File: config.mk
export PLATFORM = sky130hd
export DESIGN_NAME = gmii_tx_arbiter
export DESIGN_NICKNAME = d
export VERILOG_FILES = /design/src/rtl/gmii_arb_pkg.sv /design/src/rtl/rr_arbiter2.sv /design/src/rtl/gmii_tx_arbiter.sv
export SDC_FILE = /design/constraint.sdc
export NUM_CORES = 1
export LEC_CHECK = 0
export ABC_AREA = 0
export CORE_ASPECT_RATIO = 0.5
export CORE_UTILIZATION = 40
export CTS_BUF_LIST = sky130_fd_sc_hd__clkbuf_2
export DETAILED_ROUTE_END_ITERATION = 7
export GPL_TIMING_DRIVEN = 0
export PLACE_DENSITY = 0.65
export SETUP_SLACK_MARGIN = 0.05
export SYNTH_ARGS = -nofsm -noshare
export SYNTH_HDL_FRONTEND = slang
export SYNTH_SLANG_ARGS = --single-unit
File: constraint.sdc
create_clock -name GTX_CLK -period 2.7 [get_ports GTX_CLK]
set_input_delay 0.54 -clock GTX_CLK [delete_from_list [all_inputs] [get_ports GTX_CLK]]
set_output_delay 0.54 -clock GTX_CLK [all_outputs]
set_load 0.05 [all_outputs]
File: src/rtl/gmii_arb_pkg.sv
// Shared state encoding and parameter defaults for the two-port GMII
// transmit arbiter.
package gmii_arb_pkg;

  typedef enum logic [1:0] {
    ST_IDLE,
    ST_WAIT_SOF,
    ST_SEND,
    ST_IPG
  } arb_state_e;

  localparam int IPG_CYCLES_DEF    = 12;
  localparam int MAX_FRAME_DEF     = 1530;
  localparam int START_TIMEOUT_DEF = 16;

  // One counter serves timeout, byte count and IPG, so it is sized for the largest.
  function automatic int max3(input int a, input int b, input int c);
    int m;
    m = (a > b) ? a : b;
    return (m > c) ? m : c;
  endfunction

endpackage

File: src/rtl/rr_arbiter2.sv
// Two-way round-robin pick: a lone requester wins, a tie goes to the side
// that did not hold the last grant.
module rr_arbiter2 (
  input  logic req0_i,
  input  logic req1_i,
  input  logic last_i,
  output logic vld_o,
  output logic idx_o
);

  assign vld_o = req0_i | req1_i;
  assign idx_o = (req0_i & req1_i) ? ~last_i : req1_i;

endmodule

File: src/rtl/gmii_tx_arbiter.sv
// Grants one of two GMII sources access to a shared PCS transmitter, forwards
// the owner's bus one cycle late, truncates oversize frames and enforces IPG.
module gmii_tx_arbiter
  import gmii_arb_pkg::*;
#(
  parameter int IPG_CYCLES    = IPG_CYCLES_DEF,
  parameter int MAX_FRAME     = MAX_FRAME_DEF,
  parameter int START_TIMEOUT = START_TIMEOUT_DEF
) (
  input  logic       GTX_CLK,
  input  logic       mr_main_reset,
  input  logic       req0,
  input  logic       req1,
  input  logic [7:0] TXD0,
  input  logic [7:0] TXD1,
  input  logic       TX_EN0,
  input  logic       TX_EN1,
  input  logic       TX_ER0,
  input  logic       TX_ER1,
  input  logic       transmitting,
  output logic       grant0,
  output logic       grant1,
  output logic [7:0] TXD,
  output logic       TX_EN,
  output logic       TX_ER,
  output logic       owner,
  output logic       oversize
);

  localparam int CW = $clog2(max3(MAX_FRAME, IPG_CYCLES, START_TIMEOUT) + 1);
  localparam logic [CW-1:0] MAXF     = CW'(MAX_FRAME);
  localparam logic [CW-1:0] IPG_LAST = CW'(IPG_CYCLES - 1);
  localparam logic [CW-1:0] TMO_LAST = CW'(START_TIMEOUT - 1);

  arb_state_e    state_q, state_d;
  logic [CW-1:0] cnt_q, cnt_d;
  logic          g0_q, g0_d, g1_q, g1_d, owner_q, owner_d;
  logic [7:0]    txd_q, txd_d;
  logic          txen_q, txen_d, txer_q, txer_d, ovs_q, ovs_d;
  logic          arb_vld, arb_idx;
  logic          own_en, own_er;
  logic [7:0]    own_d;

  rr_arbiter2 u_rr (
    .req0_i (req0),
    .req1_i (req1),
    .last_i (owner_q),
    .vld_o  (arb_vld),
    .idx_o  (arb_idx)
  );

  // Only the owner's lane is ever selected onto the output path.
  assign own_en = owner_q ? TX_EN1 : TX_EN0;
  assign own_er = owner_q ? TX_ER1 : TX_ER0;
  assign own_d  = owner_q ? TXD1   : TXD0;

  always_comb begin
    state_d = state_q;
    cnt_d   = cnt_q;
    g0_d    = g0_q;
    g1_d    = g1_q;
    owner_d = owner_q;
    txd_d   = 8'h00;
    txen_d  = 1'b0;
    txer_d  = 1'b0;
    ovs_d   = 1'b0;
    case (state_q)
      ST_IDLE: begin
        g0_d = 1'b0;
        g1_d = 1'b0;
        if (arb_vld && !transmitting) begin
          g0_d    = ~arb_idx;
          g1_d    = arb_idx;
          owner_d = arb_idx;
          cnt_d   = '0;
          state_d = ST_WAIT_SOF;
        end
      end
      ST_WAIT_SOF: begin
        if (own_en) begin
          txd_d   = own_d;
          txen_d  = 1'b1;
          txer_d  = own_er;
          cnt_d   = CW'(1);
          state_d = ST_SEND;
        end else if (cnt_q == TMO_LAST) begin
          g0_d    = 1'b0;
          g1_d    = 1'b0;
          cnt_d   = '0;
          state_d = ST_IDLE;
        end else begin
          cnt_d = cnt_q + CW'(1);
        end
      end
      ST_SEND: begin
        if (!own_en) begin
          g0_d    = 1'b0;
          g1_d    = 1'b0;
          cnt_d   = '0;
          state_d = ST_IPG;
        end else if (cnt_q == MAXF) begin
          // Truncate: one errored byte marks the frame bad, then the bus goes idle.
          txd_d   = own_d;
          txen_d  = 1'b1;
          txer_d  = 1'b1;
          ovs_d   = 1'b1;
          g0_d    = 1'b0;
          g1_d    = 1'b0;
          cnt_d   = '0;
          state_d = ST_IPG;
        end else begin
          txd_d  = own_d;
          txen_d = 1'b1;
          txer_d = own_er;
          cnt_d  = cnt_q + CW'(1);
        end
      end
      ST_IPG: begin
        if (cnt_q == IPG_LAST) begin
          cnt_d   = '0;
          state_d = ST_IDLE;
        end else begin
          cnt_d = cnt_q + CW'(1);
        end
      end
      default: state_d = ST_IDLE;
    endcase
  end

  always_ff @(posedge GTX_CLK) begin
    if (!mr_main_reset) begin
      state_q <= ST_IDLE;
      cnt_q   <= '0;
      g0_q    <= 1'b0;
      g1_q    <= 1'b0;
      owner_q <= 1'b1;
      txd_q   <= 8'h00;
      txen_q  <= 1'b0;
      txer_q  <= 1'b0;
      ovs_q   <= 1'b0;
    end else begin
      state_q <= state_d;
      cnt_q   <= cnt_d;
      g0_q    <= g0_d;
      g1_q    <= g1_d;
      owner_q <= owner_d;
      txd_q   <= txd_d;
      txen_q  <= txen_d;
      txer_q  <= txer_d;
      ovs_q   <= ovs_d;
    end
  end

  assign grant0   = g0_q;
  assign grant1   = g1_q;
  assign owner    = owner_q;
  assign TXD      = txd_q;
  assign TX_EN    = txen_q;
  assign TX_ER    = txer_q;
  assign oversize = ovs_q;

endmodule

==> reports/qor.log, run 1 <==
INFO  outcome        outcome=finished, final reports clean
INFO  global_routing all_layer_global_routing_usage=18.4%
INFO  critical_path  regToRegSetupSlack=0.48ns
INFO  pwr            total_switching_power=0.307mW
INFO  cells_and_area stdcell_area=1830um2
INFO  routing        first_iter_violations=39
INFO  critical_path  crit_required=2.16ns
INFO  synthesis      synth.top_cell.area_share=38.9%
INFO  routing        dr_total_vias=1230
INFO  placement      place.detailed.instances=229
INFO  cells_and_area instances_no_fill=233
INFO  critical_path  cp_peak_stage_delay=0.84ns
INFO  cells_and_area num-nets-final=225
INFO  synthesis      synth-seq-cells=27
INFO  routing        drt-wirelength-per-cell=13.7um
INFO  global_routing grt_first_pass_wirelength=5260um
INFO  critical_path  critPathKind=flip-flop to output port
INFO  timing         report.final.setup_viol=0
INFO  critical_path  crit_path_max_fanout=5
INFO  placement      dp_hpwl=2340um
INFO  placement      gp_routability_congestion=0.773
INFO  synthesis      post_synth.cell_area_avg=9.14um2
INFO  cells_and_area drive_above_1_share=9.33%
INFO  timing         fmax=445MHz
INFO  floorplan      floorplan.initialDensity=44.0%
INFO  floorplan      placementRows=14
INFO  synthesis      area_of_the_mapped_netlist=1390um2
INFO  clock_network  hold_fix_buffers_cts=0
INFO  floorplan      fp.dieArea=3730um2
INFO  critical_path  crit_path_top_delay_cell=clkdlybuf4s50_1
INFO  pwr            static_leakage=0.722nW
INFO  synthesis      post_synthesis_net_count=183
INFO  pwr            fraction_of_power_consumed_by_sequential_logic=49.3%
INFO  critical_path  setup.worst_path.start_class=flip-flop
INFO  critical_path  timing.critical_path.cells=clkdlybuf4s50_1
INFO  timing         final_hold_vios=0
INFO  clock_network  clock_insertion_delay_worst_skew=0.38ns
INFO  timing         final_cycle_utilization_of_the_critical_path=83.2%
INFO  pwr            power.switching_fraction=35.3%
INFO  synthesis      yosys_warnings=0
INFO  pwr            design_power_total=0.872mW
INFO  critical_path  reg2reg_to=cnt_q[2]
INFO  global_routing grt_overflow=0
INFO  routing        viasPerCell=5.28
INFO  global_routing grt_start_max_net_pins=17
INFO  timing         clock-skew-final=0.00725ns
INFO  synthesis      synth_cell_type_count=41
INFO  critical_path  crit-reg2reg-launch=cnt_q[9]
INFO  global_routing first_global_vias=1189
INFO  clock_network  worst_setup_hold_path_clk_slew=0.28ns
INFO  synthesis      synth_top_area_cell=dfxtp_1
INFO  routing        firstDrtPassIters=6
INFO  timing         setup_tns=0ns
INFO  synthesis      post_synth_main_area_contributors=dfxtp_1 (39%), mux2i_1 (7.2%), ha_1 (5.4%)
INFO  timing         finalWorstPathRequiredPeriod=2.25ns
INFO  timing         hold_ws=0.351ns
INFO  synthesis      syn-instance-count=152
INFO  pwr            p_int=0.564mW
INFO  timing         worst_slew_margin_rel=55.3%
INFO  routing        drc=0
INFO  global_routing grt_antenna_before_repair=0
INFO  critical_path  end_kind=output port
INFO  clock_network  cts.htree.levels=1
INFO  pwr            cellPowerDensity=476nW/um2
INFO  clock_network  clock_tree_from_tritoncts=built
INFO  critical_path  reg2reg_depth=5
INFO  cells_and_area area_growth_syn_to_layout=31.9%
INFO  critical_path  crit_family=buffers and inverters
INFO  critical_path  critPathBufInv=1
INFO  cells_and_area num_antenna_cells=0
INFO  clock_network  clock-sinks=27
INFO  routing        postRouteAntennaNets=0
INFO  placement      dpl_cell_area=1810um2
INFO  placement      io_buffers=37
INFO  clock_network  cts_buffer_depth=2
INFO  timing         rsz0062_at_grt=false
INFO  worst_hold_path hp-class=primary input to flip-flop
INFO  worst_hold_path min_delay_path_depth=3
INFO  clock_network  clock-root-buffer=clkbuf_2
INFO  floorplan      die_w=85.3um
INFO  worst_hold_path worst_hold_startpoint=mr_main_reset
INFO  floorplan      chipHeight=43.7um
INFO  flow_run       maxCapViolCount=0
INFO  timing         worst-slew-pin-transition=0.668ns
INFO  pwr            clock_power_share=19.1%
INFO  floorplan      pin_count=39
INFO  pwr            vdd_ir_drop_max=0.237mV
INFO  synthesis      sequential_cell_area_fraction_in_the_yosys_report=38.9%
INFO  clock_network  cts_post_setup_buffers_inserted=0
INFO  routing        routed_wl=3190um
INFO  pwr            share_comb_of_total_power=31.6%
INFO  timing         slew_violations=0
INFO  floorplan      coreArea=3150um2
INFO  clock_network  cts_resized=0
INFO  worst_hold_path holdPathEnd=oversize
INFO  critical_path  timing.critical_path.arrival=1.71ns
INFO  clock_network  cts_buffers=3
layer usage:
metal	part of all wire, %	global-route usage (%)	vias up
met2	45	30.5	38
met4	0.72	5.33	0
met5	0	0	-
met3	7.4	7.62	4
met1	47	22.4	566
li1	-	-	622
registers in the layout, indices dropped and copies added, names as in the netlist, named ones only:
name      count
grant1        1
grant0        1
cnt_q        11
owner         1
state_q       1
TX_ER         1
TXD           8
TX_EN         1
oversize      1
tightest hold or removal path, delay by kind of cell:
family                 cells  cell delay, ns
buffers and inverters      1            0.11
AND/OR/NAND/NOR            2            0.09
power groups by stage:
stage | Clock (mW) | Combinational [mW] | Sequential (mW)
after floorplan | 0 | 0.138 | 0.477
after global placement | 0 | 0.273 | 0.436
after detailed placement | 0 | 0.275 | 0.437
after CTS | 0.168 | 0.278 | 0.430
after global routing | 0.193 | 0.296 | 0.432
final | 0.167 | 0.275 | 0.430
cell usage in the layout, fill, tap and decap left out, drive strengths merged, types with 2 or more instances in the layout:
master         instances
a21oi                  8
a31oi                  2
and3                   4
buf                    2
clkbuf                 3
clkdlybuf4s50         37
dfxtp                 27
ha                     6
inv                    8
mux2i                 10
nand2                 15
nand3                  8
nand4                  3
nand4b                 2
nor2                  19
nor3                   4
o211ai                 5
o21ai                  2
o221ai                 2
o31ai                  2
or3                    2
xnor2                  4
xor2                   2
cells in the mapped netlist:
| cell type | count |
|---|---|
| o311a_1 | 1 |
| nand4b_1 | 2 |
| nor3_1 | 3 |
| o21ai_0 | 2 |
| ha_1 | 6 |
| buf_1 | 1 |
| xnor2_1 | 4 |
| nor2_1 | 19 |
| and2_1 | 1 |
| or4_4 | 1 |
| a41oi_1 | 1 |
| buf_6 | 1 |
| a21boi_0 | 1 |
| o31ai_4 | 2 |
| a21oi_1 | 7 |
| and3_1 | 4 |
| mux2_2 | 1 |
| and3b_2 | 1 |
| xor2_1 | 2 |
| or2_2 | 1 |
| dfxtp_1 | 27 |
| o221ai_2 | 2 |
| inv_1 | 8 |
| nor2b_1 | 1 |
| mux2i_1 | 10 |
| nor3_2 | 1 |
| nor4b_2 | 1 |
| clkinv_1 | 1 |
| or3_1 | 1 |
| a31oi_1 | 2 |
| nand2_1 | 15 |
| nand3_1 | 8 |
| o211ai_1 | 4 |
| and4_1 | 1 |
| o211ai_2 | 1 |
| a21oi_2 | 1 |
| nand4_1 | 3 |
| or2b_1 | 1 |
| or3_2 | 1 |
| nand2b_1 | 1 |
| nand3b_1 | 1 |
stage by stage:
stage	util, %	worst slack [ns]
finish	58.1	0.453
detailed placement	57.4	0.198
global placement	57.4	0.236
global route	58.1	0.320
floorplan	-	0.566
CTS	58.1	0.430
how the worst max path moves through the flow:
| stage | from | to | slack [ns] | cells past startpoint |
|---|---|---|---|---|
| after detailed placement | TX_EN1 | cnt_q[2] | 0.20 | 6 |
| after floorplan | owner | cnt_q[8] | 0.57 | 5 |
| after global routing | cnt_q[0] | cnt_q[10] | 0.32 | 7 |
| after global placement | TX_EN1 | cnt_q[2] | 0.24 | 6 |
| final | owner | owner | 0.45 | 1 |
| after CTS | owner | owner | 0.43 | 1 |
cells by family (layout without fill, tap and decap cells):
| kind of cell | Yosys count | in the layout | synth area share [%] |
|---|---|---|---|
| DFF | 27 | 27 | 38.9 |
| xor gates and xnor gates | 6 | 6 | 3.78 |
| AOI/OAI and AO/OA | 24 | 24 | 15.0 |
| and+or+nand+nor | 67 | 67 | 25.4 |
| adders and majority gates | 6 | 6 | 5.41 |
| buffers and inverters | 11 | 52 | 3.51 |
| muxes | 11 | 11 | 8.02 |
area by class of cell:
cell class,count,area [um2]
fillers,289,1320
multi-input cells,114,800
clock inverters,1,7.51
clock buffers,3,15.0
plain buffers,2,15.0
well taps,40,50.0
inverters,9,33.8
flip-flops and latches,27,541
repair buffers,37,370
No activity file was read; power rests on OpenSTA's default activity.
==> run 2: changes to the inputs <==
==> constraint.sdc (replaced) <==
create_clock -name GTX_CLK -period 2.15 [get_ports GTX_CLK]
set_input_delay 0.43 -clock GTX_CLK [delete_from_list [all_inputs] [get_ports GTX_CLK]]
set_output_delay 0.43 -clock GTX_CLK [all_outputs]
set_load 0.05 [all_outputs]
==> run 2 against run 1 <==
Global-route usage hardly changed. Worst hold slack got worse by 0.10 ns. Final cell count rose by 1.3%. Critical path depth up 4. Register-to-register slack worse by 0.38 ns. Clock power rose by 25%. Non-clock buffer count increased by 3. Via count rose by 0.16%. Clock skew about the same. Critical endpoint is now grant0.
==> reports/qor.log, run 2 (same netlist as run 1, synthesis figures left out) <==
INFO  outcome        outcome=finished, final reports clean
INFO  cells_and_area instances_no_fill=236 [+1.3%]
INFO  clock_network  cts_buffers=3 [unchanged]
INFO  routing        viasPerCell=5.22 [-1.1%]
INFO  floorplan      die_w=85.3um [unchanged]
INFO  cells_and_area leading_cell_type_in_the_layout_fill_and_taps_excluded=clkdlybuf4s50_1
INFO  cells_and_area num-nets-final=228 [+1.3%]
INFO  cells_and_area area_growth_syn_to_layout=37.8%
INFO  critical_path  crit_required=2.49ns [+0.33 ns]
INFO  global_routing grt_first_pass_wirelength=5290um [+0.67%]
INFO  routing        drt-wirelength-per-cell=13.3um [-2.5%]
INFO  floorplan      placementRows=14 [unchanged]
INFO  pwr            vdd_ir_drop_max=0.281mV [+19%]
INFO  cells_and_area register_with_the_most_flip_flops=cnt_q
INFO  routing        dr_total_vias=1232 [+0.16%]
INFO  clock_network  cts.htree.levels=1 [unchanged]
INFO  clock_network  worst_setup_hold_path_clk_slew=0.28ns [about the same]
INFO  clock_network  cts_buffer_depth=2 [unchanged]
INFO  routing        firstDrtPassIters=4 [-2]
INFO  floorplan      coreArea=3150um2 [unchanged]
INFO  timing         final_cycle_utilization_of_the_critical_path=95.2%
INFO  pwr            static_leakage=0.785nW [+8.8%]
INFO  critical_path  end_kind=flip-flop
INFO  pwr            cellPowerDensity=583nW/um2 [+22%]
INFO  timing         worst_slew_margin_rel=57.3% [+2.0 points]
INFO  floorplan      floorplan.initialDensity=44.0% [unchanged]
INFO  routing        drc=0 [unchanged]
INFO  placement      gp_routability_congestion=0.770 [-0.35%]
INFO  global_routing grt_antenna_before_repair=0 [unchanged]
INFO  flow_run       maxCapViolCount=0 [unchanged]
INFO  cells_and_area drive_above_1_share=13.8% [+4.4 points]
INFO  timing         report.final.setup_viol=0 [unchanged]
INFO  floorplan      chipHeight=43.7um [unchanged]
INFO  timing         fmax=488MHz
INFO  worst_hold_path hp-class=primary input to flip-flop
INFO  clock_network  clock_tree_from_tritoncts=built
INFO  critical_path  crit_path_max_fanout=6 [+1]
INFO  routing        first_iter_violations=50 [+28%]
INFO  critical_path  setup.worst_path.start_class=flip-flop
INFO  clock_network  clock_insertion_delay_worst_skew=0.38ns [about the same]
INFO  routing        postRouteAntennaNets=0 [unchanged]
INFO  global_routing grt_start_max_net_pins=17 [unchanged]
INFO  global_routing grt_overflow=0 [unchanged]
INFO  cells_and_area largest_register_ffs=11 [unchanged]
INFO  clock_network  clock-root-buffer=clkbuf_2
INFO  cells_and_area num_antenna_cells=0 [unchanged]
INFO  placement      place.detailed.instances=229 [unchanged]
INFO  timing         worst-slew-pin-transition=0.640ns [-0.0276 ns]
INFO  placement      io_buffers=37 [unchanged]
INFO  clock_network  clock-sinks=27 [unchanged]
INFO  timing         rsz0062_at_grt=true
INFO  global_routing first_global_vias=1191 [+0.17%]
INFO  timing         finalWorstPathRequiredPeriod=2.05ns
INFO  timing         slew_violations=0 [unchanged]
INFO  global_routing all_layer_global_routing_usage=18.4% [about the same]
INFO  timing         final_hold_vios=0 [unchanged]
INFO  placement      dp_hpwl=2340um [about the same]
INFO  critical_path  timing.critical_path.arrival=2.39ns [+0.68 ns]
INFO  routing        routed_wl=3150um [-1.3%]
INFO  cells_and_area num-fill-cells=287 [-0.69%]
INFO  pwr            design_power_total=1.12mW [+28%]
INFO  floorplan      fp.dieArea=3730um2 [unchanged]
INFO  cells_and_area most_frequent_cells_in_the_layout=clkdlybuf4s50_1 (34), dfxtp_1 (24), nor2_1 (18)
INFO  timing         clock-skew-final=0.00715ns [-0.0000981 ns]
INFO  floorplan      pin_count=39 [unchanged]
INFO  critical_path  critPathKind=flip-flop to flip-flop
[run 2: cell types whose count changed in the layout (fill, tap and decap cells not counted), sizes merged]
cell	change
clkdlybuf4s50	-3
buf	+3
dlymetal6s2s	+3
[run 2: through the flow]
step / utilization, % / setup slack, ns / hold WS [ns] / area (um2) / setup TNS [ns]
2_1_floorplan: - / 0.209 / 0.468 / 1390 / 0
3_3_place_gp: 57.4 / -0.205 / 0.444 / 1810 / -2.03
3_5_place_dp: 57.4 / -0.248 / 0.459 / 1810 / -2.49
4_1_cts: 59.8 / 0.0500 / 0.233 / 1890 / 0
5_1_grt: 60.7 / 0.0368 / 0.206 / 1910 / 0
6_report: 60.7 / 0.103 / 0.251 / 1910 / 0
[run 2: where the power goes]
part	total, mW	internal, mW	switching (mW)
registers	0.539	0.524	0.0146
logic	0.368	0.156	0.212
clock network	0.209	0.0431	0.166
total	1.12	0.723	0.392
[run 2: path summary, 6_finish.rpt]
| check | end | from | cells past startpoint | slack, ns |
|---|---|---|---|---|
| worst max-delay path | grant0 | cnt_q[9] | 5 | 0.10 |
| worst min-delay path | oversize | mr_main_reset | 3 | 0.25 |
| worst max register to register | grant0 | cnt_q[9] | 5 | 0.10 |
| worst min register to register | grant0 | grant0 | 2 | 0.48 |
[run 2: area by class of cell]
cell class | count | area (um2) | share of cell area [%]
buffer | 2 | 15.0 | 0.784
clock buffer | 3 | 15.0 | 0.784
clock inverter | 1 | 7.51 | 0.392
inverter | 9 | 33.8 | 1.76
multi-input combinational | 114 | 846 | 44.2
sequential | 27 | 547 | 28.6
tap | 40 | 50.0 | 2.61
timing repair buffer | 40 | 400 | 20.9
[run 2: routing by layer]
metal  routed length [um]  share of wire, %  GRT usage (%)  vias up
li1                     -                 -              -      632
met1                 1490                47           22.6      568
met2                 1410                45           31.3       30
met3                  241               7.7           8.19        2
met4                   12              0.38           2.00        0
met5                    0                 0              0        -
[run 2: timing repair]
action | in CTS | in global routing
gates resized for setup | 5 | 8
hold buffers | 0 | 0
endpoints found under the hold margin | 0 | 0
cloned | 0 | 0
setup endpoints to repair | 6 | 14
buffers inserted | 2 | 1
pin swaps | 0 | 3
[run 2: worst max-delay path, cell delays in order (launching register included)]
cell	delay, ns
dfxtp_4	0.43
or4_4	0.60
o31ai_4	0.30
o211ai_2	0.16
or3_1	0.39
a21oi_2	0.14
==> run 3: changes to the inputs <==
--- a/config.mk
+++ b/config.mk
@@ -6,13 +6,12 @@
 export NUM_CORES = 1
 export LEC_CHECK = 0
 export ABC_AREA = 0
-export CORE_ASPECT_RATIO = 0.5
 export CORE_UTILIZATION = 40
 export CTS_BUF_LIST = sky130_fd_sc_hd__clkbuf_2
 export DETAILED_ROUTE_END_ITERATION = 7
 export GPL_TIMING_DRIVEN = 0
 export PLACE_DENSITY = 0.65
-export SETUP_SLACK_MARGIN = 0.05
+export SETUP_SLACK_MARGIN = 0.2
 export SYNTH_ARGS = -nofsm -noshare
 export SYNTH_HDL_FRONTEND = slang
 export SYNTH_SLANG_ARGS = --single-unit
==> run 3 against run 2 <==
Combinational power increased by 6.0%. Via count increased by 5.4%. Power increased by 2.5%. Largest power group unchanged. Largest cell class unchanged. Wire length increased by 9.9%. Global-route usage increased by 2.8 points. Critical endpoint is now state_q[0]. Critical path type unchanged. Final cell count increased by 5.5%.
==> reports/qor.log, run 3 (same netlist as run 1, synthesis figures left out) <==
INFO  outcome        outcome=finished, final reports clean
INFO  clock_network  cts.htree.levels=1 [unchanged]
INFO  global_routing grt_antenna_before_repair=0 [unchanged]
INFO  clock_network  hold_fix_buffers_cts=0 [unchanged]
INFO  critical_path  crit_path_max_fanout=8 [+2]
INFO  critical_path  crit_path_top_delay_cell=or4_4
INFO  floorplan      placementRows=21 [+7]
INFO  timing         worst_slew_margin_rel=57.0% [-0.30 points]
INFO  clock_network  clock_tree_from_tritoncts=built
INFO  pwr            cellPowerDensity=582nW/um2 [-0.12%]
INFO  global_routing all_layer_global_routing_usage=21.1% [+2.8 points]
INFO  critical_path  end_kind=flip-flop
INFO  pwr            vdd_ir_drop_max=0.276mV [-1.9%]
INFO  critical_path  reg2reg_to=state_q[0]
INFO  cells_and_area layout.core_utilization=58.9% [-1.8 points]
INFO  routing        dr_total_vias=1299 [+5.4%]
INFO  floorplan      chipHeight=60.9um [+40%]
INFO  routing        postRouteAntennaNets=0 [unchanged]
INFO  clock_network  clock_insertion_delay_worst_skew=0.40ns [+0.02 ns]
INFO  routing        drt-wirelength-per-cell=13.9um [+4.1%]
INFO  critical_path  setup.worst_path.start_class=flip-flop
INFO  critical_path  critical_path.endpoint=state_q[0]
INFO  timing         worst-slew-pin-transition=0.645ns [+0.00454 ns]
INFO  cells_and_area num_antenna_cells=0 [unchanged]
INFO  worst_hold_path hp-class=primary input to flip-flop
INFO  critical_path  timing.critical_path.cells=or4_4 > o31ai_4 > o221ai_4 > o21ai_0 > o311a_1
INFO  global_routing grt_overflow=0 [unchanged]
INFO  global_routing grt_busiest_layer=met2
INFO  cells_and_area area_growth_syn_to_layout=41.4%
INFO  clock_network  cts_buffer_depth=2 [unchanged]
INFO  placement      io_buffers=37 [unchanged]
INFO  cells_and_area stdcell_area=1960um2 [+2.6%]
INFO  flow_run       maxCapViolCount=0 [unchanged]
INFO  critical_path  timing.critical_path.arrival=2.34ns [-0.05 ns]
INFO  global_routing gr-usage-met1=24.6% [+2.0 points]
INFO  cells_and_area num-nets-final=235 [+3.1%]
INFO  floorplan      pin_count=39 [unchanged]
INFO  timing         final_hold_vios=0 [unchanged]
INFO  timing         slew_violations=0 [unchanged]
INFO  routing        first_iter_violations=54 [+8.0%]
INFO  timing         report.final.setup_viol=0 [unchanged]
INFO  floorplan      floorplan.initialDensity=41.6% [-2.4 points]
INFO  critical_path  regToRegSetupSlack=0.17ns [+0.07 ns]
INFO  global_routing first_global_vias=1246 [+4.6%]
INFO  critical_path  worstSetupStartpoint=cnt_q[4]
INFO  floorplan      die_w=60.9um [-29%]
INFO  placement      dp_hpwl=2390um [+2.2%]
INFO  cells_and_area num-fill-cells=331 [+15%]
INFO  floorplan      fp.dieArea=3710um2 [-0.38%]
INFO  timing         final_cycle_utilization_of_the_critical_path=92.2% [-3.1 points]
INFO  critical_path  critPathKind=flip-flop to flip-flop
INFO  global_routing grt_start_max_net_pins=17 [unchanged]
INFO  critical_path  crit_family=compound AO/OA/AOI/OAI gates
INFO  timing         rsz0062_at_grt=true
INFO  critical_path  crit-reg2reg-launch=cnt_q[4]
INFO  routing        viasPerCell=5.22 [about the same]
INFO  cells_and_area leading_cell_type_in_the_layout_fill_and_taps_excluded=clkdlybuf4s50_1
INFO  routing        routed_wl=3460um [+9.9%]
INFO  critical_path  critPathBufInv=0 [unchanged]
INFO  routing        firstDrtPassIters=4 [unchanged]
INFO  cells_and_area register_with_the_most_flip_flops=cnt_q
INFO  critical_path  cp_num_cells=5 [unchanged]
INFO  routing        drc=0 [unchanged]
INFO  clock_network  worst_setup_hold_path_clk_slew=0.29ns [about the same]
INFO  critical_path  crit_required=2.51ns [+0.02 ns]
INFO  timing         finalWorstPathRequiredPeriod=1.98ns [-0.0656 ns]
INFO  cells_and_area largest_register_ffs=11 [unchanged]
INFO  critical_path  reg2reg_depth=5 [unchanged]
INFO  clock_network  cts_buffers=3 [unchanged]
INFO  timing         clock-skew-final=0.0149ns [+0.00770 ns]
INFO  critical_path  cp_peak_stage_delay=0.59ns [about the same]
INFO  pwr            design_power_total=1.14mW [+2.5%]
INFO  cells_and_area most_frequent_cells_in_the_layout=clkdlybuf4s50_1 (23), dfxtp_1 (22), nor2_1 (18)
INFO  pwr            static_leakage=0.834nW [+6.2%]
INFO  global_routing grt_first_pass_wirelength=5690um [+7.4%]
INFO  timing         fmax=505MHz [+3.3%]
INFO  global_routing globalRouteMet3Util=5.12% [-3.1 points]
INFO  placement      gp_routability_congestion=0.835 [+8.5%]
INFO  cells_and_area drive_above_1_share=17.7% [+4.0 points]
INFO  clock_network  clock-sinks=27 [unchanged]
INFO  placement      dpl_cell_area=1820um2 [+0.41%]
INFO  clock_network  clock-root-buffer=clkbuf_2
INFO  floorplan      coreArea=3340um2 [+5.8%]
INFO  global_routing use_met2=37.2% [+5.9 points]
## run 3: changes by cell type in the layout (fill, tap and decap cells not counted)
cell	previous run	this run
dlymetal6s2s_1	3	0
or3_2	1	0
or3_4	0	1
buf_4	3	10
dlygate4sd2_1	0	14
clkdlybuf4s50_1	34	23
nor3_2	2	1
dfxtp_2	2	3
nor3_4	0	1
dfxtp_4	1	2
dfxtp_1	24	22
## run 3: per-stage QoR
| stage | setup TNS (ns) | instances | setup slack (ns) | hold slack [ns] |
|---|---|---|---|---|
| floorplan | 0 | 152 | 0.209 | 0.468 |
| detailed placement | -2.04 | 235 | -0.240 | 0.469 |
| global placement | -1.66 | 235 | -0.184 | 0.462 |
| finish | 0 | 249 | 0.168 | 0.239 |
| global route | 0 | 249 | 0.0864 | 0.219 |
| CTS | 0 | 248 | 0.190 | 0.234 |
## run 3: repair_timing
item	4_1_cts	5_1_grt
buffers inserted	9	1
pin swaps	8	5
setup endpoints to repair	28	14
gates resized for setup	27	2
## run 3: area by class of cell
| class | count | area, um2 | share of cell area, % |
|---|---|---|---|
| Multi-Input combinational cell | 114 | 856 | 43.6 |
| Sequential cell | 27 | 552 | 28.1 |
| Timing Repair Buffer | 47 | 428 | 21.8 |
| Tap cell | 46 | 57.6 | 2.93 |
| Inverter | 9 | 33.8 | 1.72 |
| Clock buffer | 3 | 15.0 | 0.764 |
| Buffer | 2 | 15.0 | 0.764 |
| Clock inverter | 1 | 7.51 | 0.382 |
## run 3: metal layers
metal,wire (um),vias to the layer above
met5,0,-
met4,51,0
met3,202,5
met2,1750,40
met1,1450,610
li1,-,644
## run 3: how the worst min path moves through the flow
stage,end,slack [ns],start,cells past startpoint
after floorplan,flip-flop,0.47,flip-flop,2
after global placement,grant1,0.46,grant1,2
after detailed placement,grant0,0.47,grant0,2
after CTS,owner,0.23,mr_main_reset,2
after global routing,oversize,0.22,mr_main_reset,3
final,owner,0.24,mr_main_reset,2
## run 3: worst reg2reg max path, cell delays in order (launching register included)
cell      delay, ns
dfxtp_4        0.41
or4_4          0.59
o31ai_4        0.28
o221ai_4       0.24
o21ai_0        0.23
o311a_1        0.19
## run 3: report_power, final
group          leakage, nW  internal (mW)  switching [mW]  total (mW)
combinational        0.600          0.171           0.219       0.390
clock               0.0126         0.0430           0.172       0.215
sequential           0.221          0.523          0.0146       0.538
